<file path="config.mk">
export PLATFORM = sky130hd
export DESIGN_NAME = seq_shift_add_multiplier_16bit
export DESIGN_NICKNAME = d
export VERILOG_FILES = /design/src/rtl/seq_mul_pkg.sv /design/src/rtl/CarrySelectAdder_16bit_3_3_6_4.sv /design/src/rtl/seq_shift_add_multiplier_16bit.sv
export SDC_FILE = /design/constraint.sdc
export NUM_CORES = 1
export LEC_CHECK = 0
export BUFFER_PORTS_ARGS = -buffer_cell sky130_fd_sc_hd__clkbuf_2
export CORE_ASPECT_RATIO = 2
export CORE_UTILIZATION = 56
export DETAILED_ROUTE_END_ITERATION = 10
export HOLD_SLACK_MARGIN = 0.02
export PLACE_DENSITY = 0.84
export SLEW_MARGIN = 40
export SYNTH_ARGS = -nofsm -noshare
export SYNTH_HDL_FRONTEND = slang
export SYNTH_SLANG_ARGS = --single-unit
</file>
<file path="constraint.sdc">
create_clock -name clk -period 5.55 [get_ports clk]
set_clock_uncertainty 0.1 [all_clocks]
set_input_delay 1.11 -clock clk [delete_from_list [all_inputs] [get_ports clk]]
set_output_delay 1.11 -clock clk [all_outputs]
set_load 0.02 [all_outputs]
</file>
<file path="src/rtl/seq_mul_pkg.sv">
// Shared definitions for the sequential shift-add multiplier.
//   state_t     : control FSM encoding (IDLE, RUN, DONE)
//   MUL_WIDTH   : default operand width
//   PROD_WIDTH  : product width, equal to the carry-select adder width
//   cnt_width() : width of a counter that must hold the values 0..n
package seq_mul_pkg;

  typedef enum logic [1:0] {
    IDLE,
    RUN,
    DONE
  } state_t;

  localparam int MUL_WIDTH  = 8;
  localparam int PROD_WIDTH = 16;

  // Never returns less than 1, so SETTLE_CYCLES=0 still gets a legal vector.
  function automatic int cnt_width(input int n);
    return (n < 1) ? 1 : $clog2(n + 1);
  endfunction

  localparam int STEP_CNT_W = cnt_width(MUL_WIDTH);
  localparam int WAIT_CNT_W = cnt_width(1);

endpackage

</file>
<file path="src/rtl/CarrySelectAdder_16bit_3_3_6_4.sv">
// 16-bit carry-select adder, block partition 3/3/6/4 (LSB first).
// Block 0 ripples from i_cin. Every higher block precomputes its sum for
// carry-in 0 and 1, and the carry out of the block below selects one.
//   i_a, i_b : 16-bit addends
//   i_cin    : carry in
//   o_sum    : 16-bit sum
//   o_cout   : carry out of bit 15
module CarrySelectAdder_16bit_3_3_6_4 (
  input  logic [15:0] i_a,
  input  logic [15:0] i_b,
  input  logic        i_cin,
  output logic [15:0] o_sum,
  output logic        o_cout
);

  logic [3:0] w_blk0;
  logic [3:0] w_blk1_c0, w_blk1_c1;
  logic [6:0] w_blk2_c0, w_blk2_c1;
  logic [4:0] w_blk3_c0, w_blk3_c1;
  logic       w_c3, w_c6, w_c12;

  assign w_blk0    = {1'b0, i_a[2:0]} + {1'b0, i_b[2:0]} + {3'b000, i_cin};

  assign w_blk1_c0 = {1'b0, i_a[5:3]} + {1'b0, i_b[5:3]};
  assign w_blk1_c1 = {1'b0, i_a[5:3]} + {1'b0, i_b[5:3]} + 4'd1;

  assign w_blk2_c0 = {1'b0, i_a[11:6]} + {1'b0, i_b[11:6]};
  assign w_blk2_c1 = {1'b0, i_a[11:6]} + {1'b0, i_b[11:6]} + 7'd1;

  assign w_blk3_c0 = {1'b0, i_a[15:12]} + {1'b0, i_b[15:12]};
  assign w_blk3_c1 = {1'b0, i_a[15:12]} + {1'b0, i_b[15:12]} + 5'd1;

  assign w_c3  = w_blk0[3];
  assign w_c6  = w_c3 ? w_blk1_c1[3] : w_blk1_c0[3];
  assign w_c12 = w_c6 ? w_blk2_c1[6] : w_blk2_c0[6];

  assign o_sum[2:0]   = w_blk0[2:0];
  assign o_sum[5:3]   = w_c3  ? w_blk1_c1[2:0] : w_blk1_c0[2:0];
  assign o_sum[11:6]  = w_c6  ? w_blk2_c1[5:0] : w_blk2_c0[5:0];
  assign o_sum[15:12] = w_c12 ? w_blk3_c1[3:0] : w_blk3_c0[3:0];
  assign o_cout       = w_c12 ? w_blk3_c1[4]   : w_blk3_c0[4];

endmodule

</file>
<file path="src/rtl/seq_shift_add_multiplier_16bit.sv">
// Iterative unsigned WIDTH x WIDTH -> 2*WIDTH shift-add multiplier built
// around the 16-bit carry-select adder (adder width must equal 2*WIDTH).
// Each step takes SETTLE_CYCLES+1 cycles so the adder output settles
// before it is captured.
//   clk, rst_n             : clock (rising edge), async active-low reset
//   in_valid/in_ready      : operand handshake; in_a multiplicand, in_b multiplier
//   out_valid/out_ready    : product handshake; out_product = in_a*in_b
//   busy                   : high in RUN or DONE
// Optional macro SEQ_MUL_EARLY_TERM_EN: finish as soon as the remaining
// multiplier bits are all zero (product unchanged, latency shortened).
module seq_shift_add_multiplier_16bit
  import seq_mul_pkg::*;
#(
  parameter int WIDTH         = MUL_WIDTH,
  parameter int SETTLE_CYCLES = 1
) (
  input  logic               clk,
  input  logic               rst_n,
  input  logic               in_valid,
  output logic               in_ready,
  input  logic [WIDTH-1:0]   in_a,
  input  logic [WIDTH-1:0]   in_b,
  output logic               out_valid,
  input  logic               out_ready,
  output logic [2*WIDTH-1:0] out_product,
  output logic               busy
);

  localparam int PW     = 2 * WIDTH;
  localparam int STEP_W = cnt_width(WIDTH);
  localparam int WAIT_W = cnt_width(SETTLE_CYCLES);

  state_t            r_state;
  logic [PW-1:0]     r_acc;
  logic [PW-1:0]     r_mcand;
  logic [WIDTH-1:0]  r_mplier;
  logic [STEP_W-1:0] r_step;
  logic [WAIT_W-1:0] r_wait;
  logic              r_in_ready;
  logic              r_out_valid;
  logic [PW-1:0]     r_out_product;

  logic [PW-1:0]     w_sum;
  logic [PW-1:0]     w_next_acc;
  logic              w_commit;
  logic              w_last;

  // Carry out is never set while running: acc < mcand at every step.
  CarrySelectAdder_16bit_3_3_6_4 u_adder (
    .i_a    (r_acc),
    .i_b    (r_mcand),
    .i_cin  (1'b0),
    .o_sum  (w_sum),
    .o_cout ()
  );

  assign w_commit   = (r_wait == WAIT_W'(SETTLE_CYCLES));
  assign w_next_acc = r_mplier[0] ? w_sum : r_acc;

`ifdef SEQ_MUL_EARLY_TERM_EN
  assign w_last = (r_step == STEP_W'(WIDTH - 1)) || (r_mplier[WIDTH-1:1] == '0);
`else
  assign w_last = (r_step == STEP_W'(WIDTH - 1));
`endif

  always_ff @(posedge clk or negedge rst_n) begin
    if (!rst_n) begin
      r_state       <= IDLE;
      r_acc         <= '0;
      r_mcand       <= '0;
      r_mplier      <= '0;
      r_step        <= '0;
      r_wait        <= '0;
      r_in_ready    <= 1'b0;
      r_out_valid   <= 1'b0;
      r_out_product <= '0;
    end else begin
      case (r_state)
        IDLE: begin
          r_in_ready <= 1'b1;
          if (in_valid && r_in_ready) begin
            r_mcand    <= {{WIDTH{1'b0}}, in_a};
            r_mplier   <= in_b;
            r_acc      <= '0;
            r_step     <= '0;
            r_wait     <= '0;
            r_in_ready <= 1'b0;
            r_state    <= RUN;
          end
        end

        RUN: begin
          if (w_commit) begin
            r_acc    <= w_next_acc;
            r_mcand  <= r_mcand << 1;
            r_mplier <= r_mplier >> 1;
            r_step   <= r_step + 1'b1;
            r_wait   <= '0;
            if (w_last) begin
              r_state       <= DONE;
              r_out_valid   <= 1'b1;
              r_out_product <= w_next_acc;
            end
          end else begin
            r_wait <= r_wait + 1'b1;
          end
        end

        DONE: begin
          if (out_ready) begin
            r_state     <= IDLE;
            r_out_valid <= 1'b0;
            r_in_ready  <= 1'b1;
          end
        end

        default: r_state <= IDLE;
      endcase
    end
  end

  assign in_ready    = r_in_ready;
  assign out_valid   = r_out_valid;
  assign out_product = r_out_product;
  assign busy        = (r_state != IDLE);

endmodule

</file>
==> metrics.md <==
| Metric | Value |
|---|---|
| Outcome | complete, no violations |
| Crit Path Category | reg2reg |
| Reg2Reg Setup Slack | 2.50 ns |
| Total chip power | 2.39 mW |
| DRT antenna net count | 0 |
| Sum Neg Setup Slack | 0 ns |
| Share of flip-flops with an asynchronous set or reset | 1.00 |
| Post-Syn Nets | 384 |
| CTS tree | done |
| Die span in y | 114 um |
| Worst-path cell chain | ha_1 -> fa_1 -> a211oi_1 -> o211ai_1 -> nor4_2 -> nand3_1 -> xnor3_1 -> mux2i_1 -> o21ai_1 |
| Final Non-Filler Cells | 469 |
| DR pass1 iterations | 4 |
| Syn-to-layout area delta | 17.0% |
| TritonCTS Buffers | 9 |
| RSZ-0062 raised after global routing | false |
| Port bufs | 38 |
| GP Congestion | 0.968 |
| Clock Sinks | 65 |
| Final period util | 0.549 |
| Die footprint | 6630 sq um |
| GRT Total Usage | 0.268 |
| DRC viols | 0 |
| Grt ovf | 0 |
| Final setup margin | 2.50 ns |
| Core ar. | 6060 sq um |
| Area contributors post-synth | dfrtp_1 (46%), ha_1 (6.7%), mux2i_1 (6.0%), o21ai_0 (5.1%), nand2_1 (4.7%) |
| Hold_sp | out_product[0] |
| Post-CTS sizing | 0 |
| Critical path's largest stage delay | 0.44 ns |
| Worst EP arrival | 3.14 ns |
| Drt total wl | 7880 um |
| Reg clk slew, reported paths | 0.05 ns |
| Hold WC Path Type | reg2reg |
| EDFF count, synth | 0 |
| Fmax | 328 MHz |
| Mean routed wirelength per cell | 16.8 um |
| Post-Syn Instances | 341 |
| Synthesized flop and latch total | 65 |
| Reg-to-Reg Start | r_acc[6] |
| Slew Limit Fails | 0 |
| Fin nets | 423 |
| Startpoint types | flop |
| Post-Syn Area per Cell | 10.3 sq um |
| Synth cell types | 44 |
| Clk buf depth | 2 |
| Hold path depth | 2 |
| Setup Viol. Count Final | 0 |
| Synth warn | 0 |
| Max-slew headroom | 0.484 |
| Chip Width | 58.1 um |
| Worst r2r dst | out_product[12] |
| Initial antenna violation count | 0 |
| Fill count | 461 |
| Slew @ Worst Pin | 0.771 ns |
| Layout cells sized above 1 | 0.182 |
| Yosys top cell area share | 0.462 |
| Top cell family by delay on the critical path | compound AO/OA/AOI/OAI gates |
| Root buffer cell | clkbuf_16 |
| Post-detail-place hpwl | 5640 um |
| Global-route wire length before repair | 13200 um |
| Clock Latency Late Sink | 0.33 ns |
| IO Pins | 39 |
| VDD IR max | 0.000386 V |
| Minimum clock period after layout | 3.05 ns |
| Placed cells | 453 |
| Dpl ws | 2.50 ns |
| Vias in the first global route | 2841 |
| Initial Util | 0.582 |
| First-iteration detailed-routing DRC count | 82 |
| Max Cap Viol | 0 |
| Crit. End Element | flop |
| Worst Reg-to-Reg Cells | 9 |
| Post-CTS Setup Bufs | 0 |
| Largest net degree at the start of global routing | 66 |
| Mapped Area | 3520 sq um |
| Seq/Total Area, Yosys | 0.462 |
| Vias per std cell | 5.83 |
| CP Max Fanout | 5 |
| Worst path buffer plus inverter count | 0 |
| Final-report hold violation count | 0 |
| Site Rows | 40 |
| Diode count | 0 |
| H-tree depth | 3 |
| CTS Hold Bufs | 0 |
| Vias | 2734 |
| Critical path required time | 5.65 ns |
| PD cells | 581 nW/um^2 |
| Predominant post-synthesis flop cell | dfrtp_1 |
| Area leader, netlist | dfrtp_1 |
| Leakage | 2.06 nW |
| CP max stage cell | a211oi_1 |
| Hold Path Sink | out_product[0] |
## stage by stage
stage | hold WS, ns | cell area, sq um | utilization
floorplan | 0.350 | 3520 | -
global placement | 0.364 | 3800 | 0.627
detailed placement | 0.374 | 3800 | 0.628
CTS | 0.385 | 4120 | 0.680
global route | 0.394 | 4120 | 0.681
finish | 0.377 | 4120 | 0.681
## area by class of cell
type	instances	area (sq um)	area share
Clock inverter	6	82.6	0.0200
Multi-Input combinational cell	254	1830	0.443
Sequential cell	65	1630	0.395
Timing Repair Buffer	42	224	0.0543
Tap cell	84	105	0.0255
Clock buffer	10	229	0.0555
Inverter	8	30.0	0.00728
## registers in the layout, summed over array words and instances (netlist names)
name,flops
in_ready,1
out_product,16
out_valid,1
r_acc,16
r_mcand,16
r_mplier,8
r_state,2
r_step,4
r_wait,1
## cells in the final DEF (no fill, tap or decap), drive strengths merged, types with 2 or more instances in the layout
| cell type | synthesis | routed |
|---|---|---|
| clkinv | 0 | 3 |
| a22o | 18 | 18 |
| and2 | 3 | 3 |
| clkbuf | 12 | 48 |
| xor2 | 9 | 9 |
| a21o | 6 | 6 |
| mux2i | 21 | 21 |
| bufinv | 0 | 2 |
| a31o | 3 | 3 |
| nor2 | 22 | 22 |
| a21oi | 18 | 18 |
| nand3 | 7 | 7 |
| buf | 2 | 4 |
| and3 | 2 | 2 |
| nand4 | 6 | 6 |
| o21ai | 38 | 38 |
| inv | 8 | 8 |
| or2 | 2 | 2 |
| fa | 4 | 4 |
| nand2 | 44 | 44 |
| a32o | 3 | 3 |
| xnor2 | 10 | 10 |
| ha | 19 | 19 |
| a211oi | 2 | 2 |
| dfrtp | 65 | 65 |
| o211ai | 2 | 2 |
## worst max-delay path by stage
stage	from	end	slack, ns	cells past startpoint
after floorplan	r_acc[6]	r_acc[12]	2.82	8
after global placement	r_acc[6]	out_product[12]	2.61	9
after detailed placement	r_acc[6]	out_product[12]	2.50	9
after CTS	r_acc[6]	out_product[12]	2.50	9
after global routing	r_acc[6]	out_product[12]	2.34	9
final	r_acc[6]	out_product[12]	2.50	9
## cells in the mapped netlist, types with 5 or more instances
| cell | instances |
|---|---|
| a22o_1 | 18 |
| ha_1 | 19 |
| nand3_1 | 7 |
| dfrtp_1 | 65 |
| nand2_1 | 44 |
| clkbuf_1 | 12 |
| mux2i_1 | 21 |
| inv_1 | 8 |
| nor2_1 | 22 |
| xnor2_1 | 9 |
| nand4_1 | 5 |
| a21o_1 | 6 |
| xor2_1 | 9 |
| o21ai_0 | 36 |
| a21oi_1 | 18 |
## cells by family (layout without fill, tap and decap cells)
family,count (synthesis),count (layout),synth area share
DFF,65,65,0.462
buffers and inverters,22,66,0.0238
and+or+nand+nor,91,91,0.120
adders and majority gates,23,23,0.0902
xor gates and xnor gates,20,20,0.0558
AOI/OAI and AO/OA,98,98,0.185
muxes,22,22,0.0629
## where the power goes
group	total [mW]	internal [mW]	switching, mW
clock	0.588	0.390	0.198
combinational	1.03	0.405	0.621
sequential	0.780	0.640	0.140
total	2.39	1.44	0.959
## layer usage
layer | wire length, um | vias to the layer above | track usage
met5 | 0 | - | 0
met4 | 335 | 0 | 0.175
met3 | 321 | 31 | 0.0667
met2 | 4270 | 79 | 0.457
met1 | 2950 | 1320 | 0.284
li1 | - | 1304 | -
## worst min-delay path: stages, from the launching register on
cell and delay (ns):
dfrtp_1 0.34, nand2_1 0.04, o21ai_0 0.06
No activity file was read; power rests on OpenSTA's default activity.
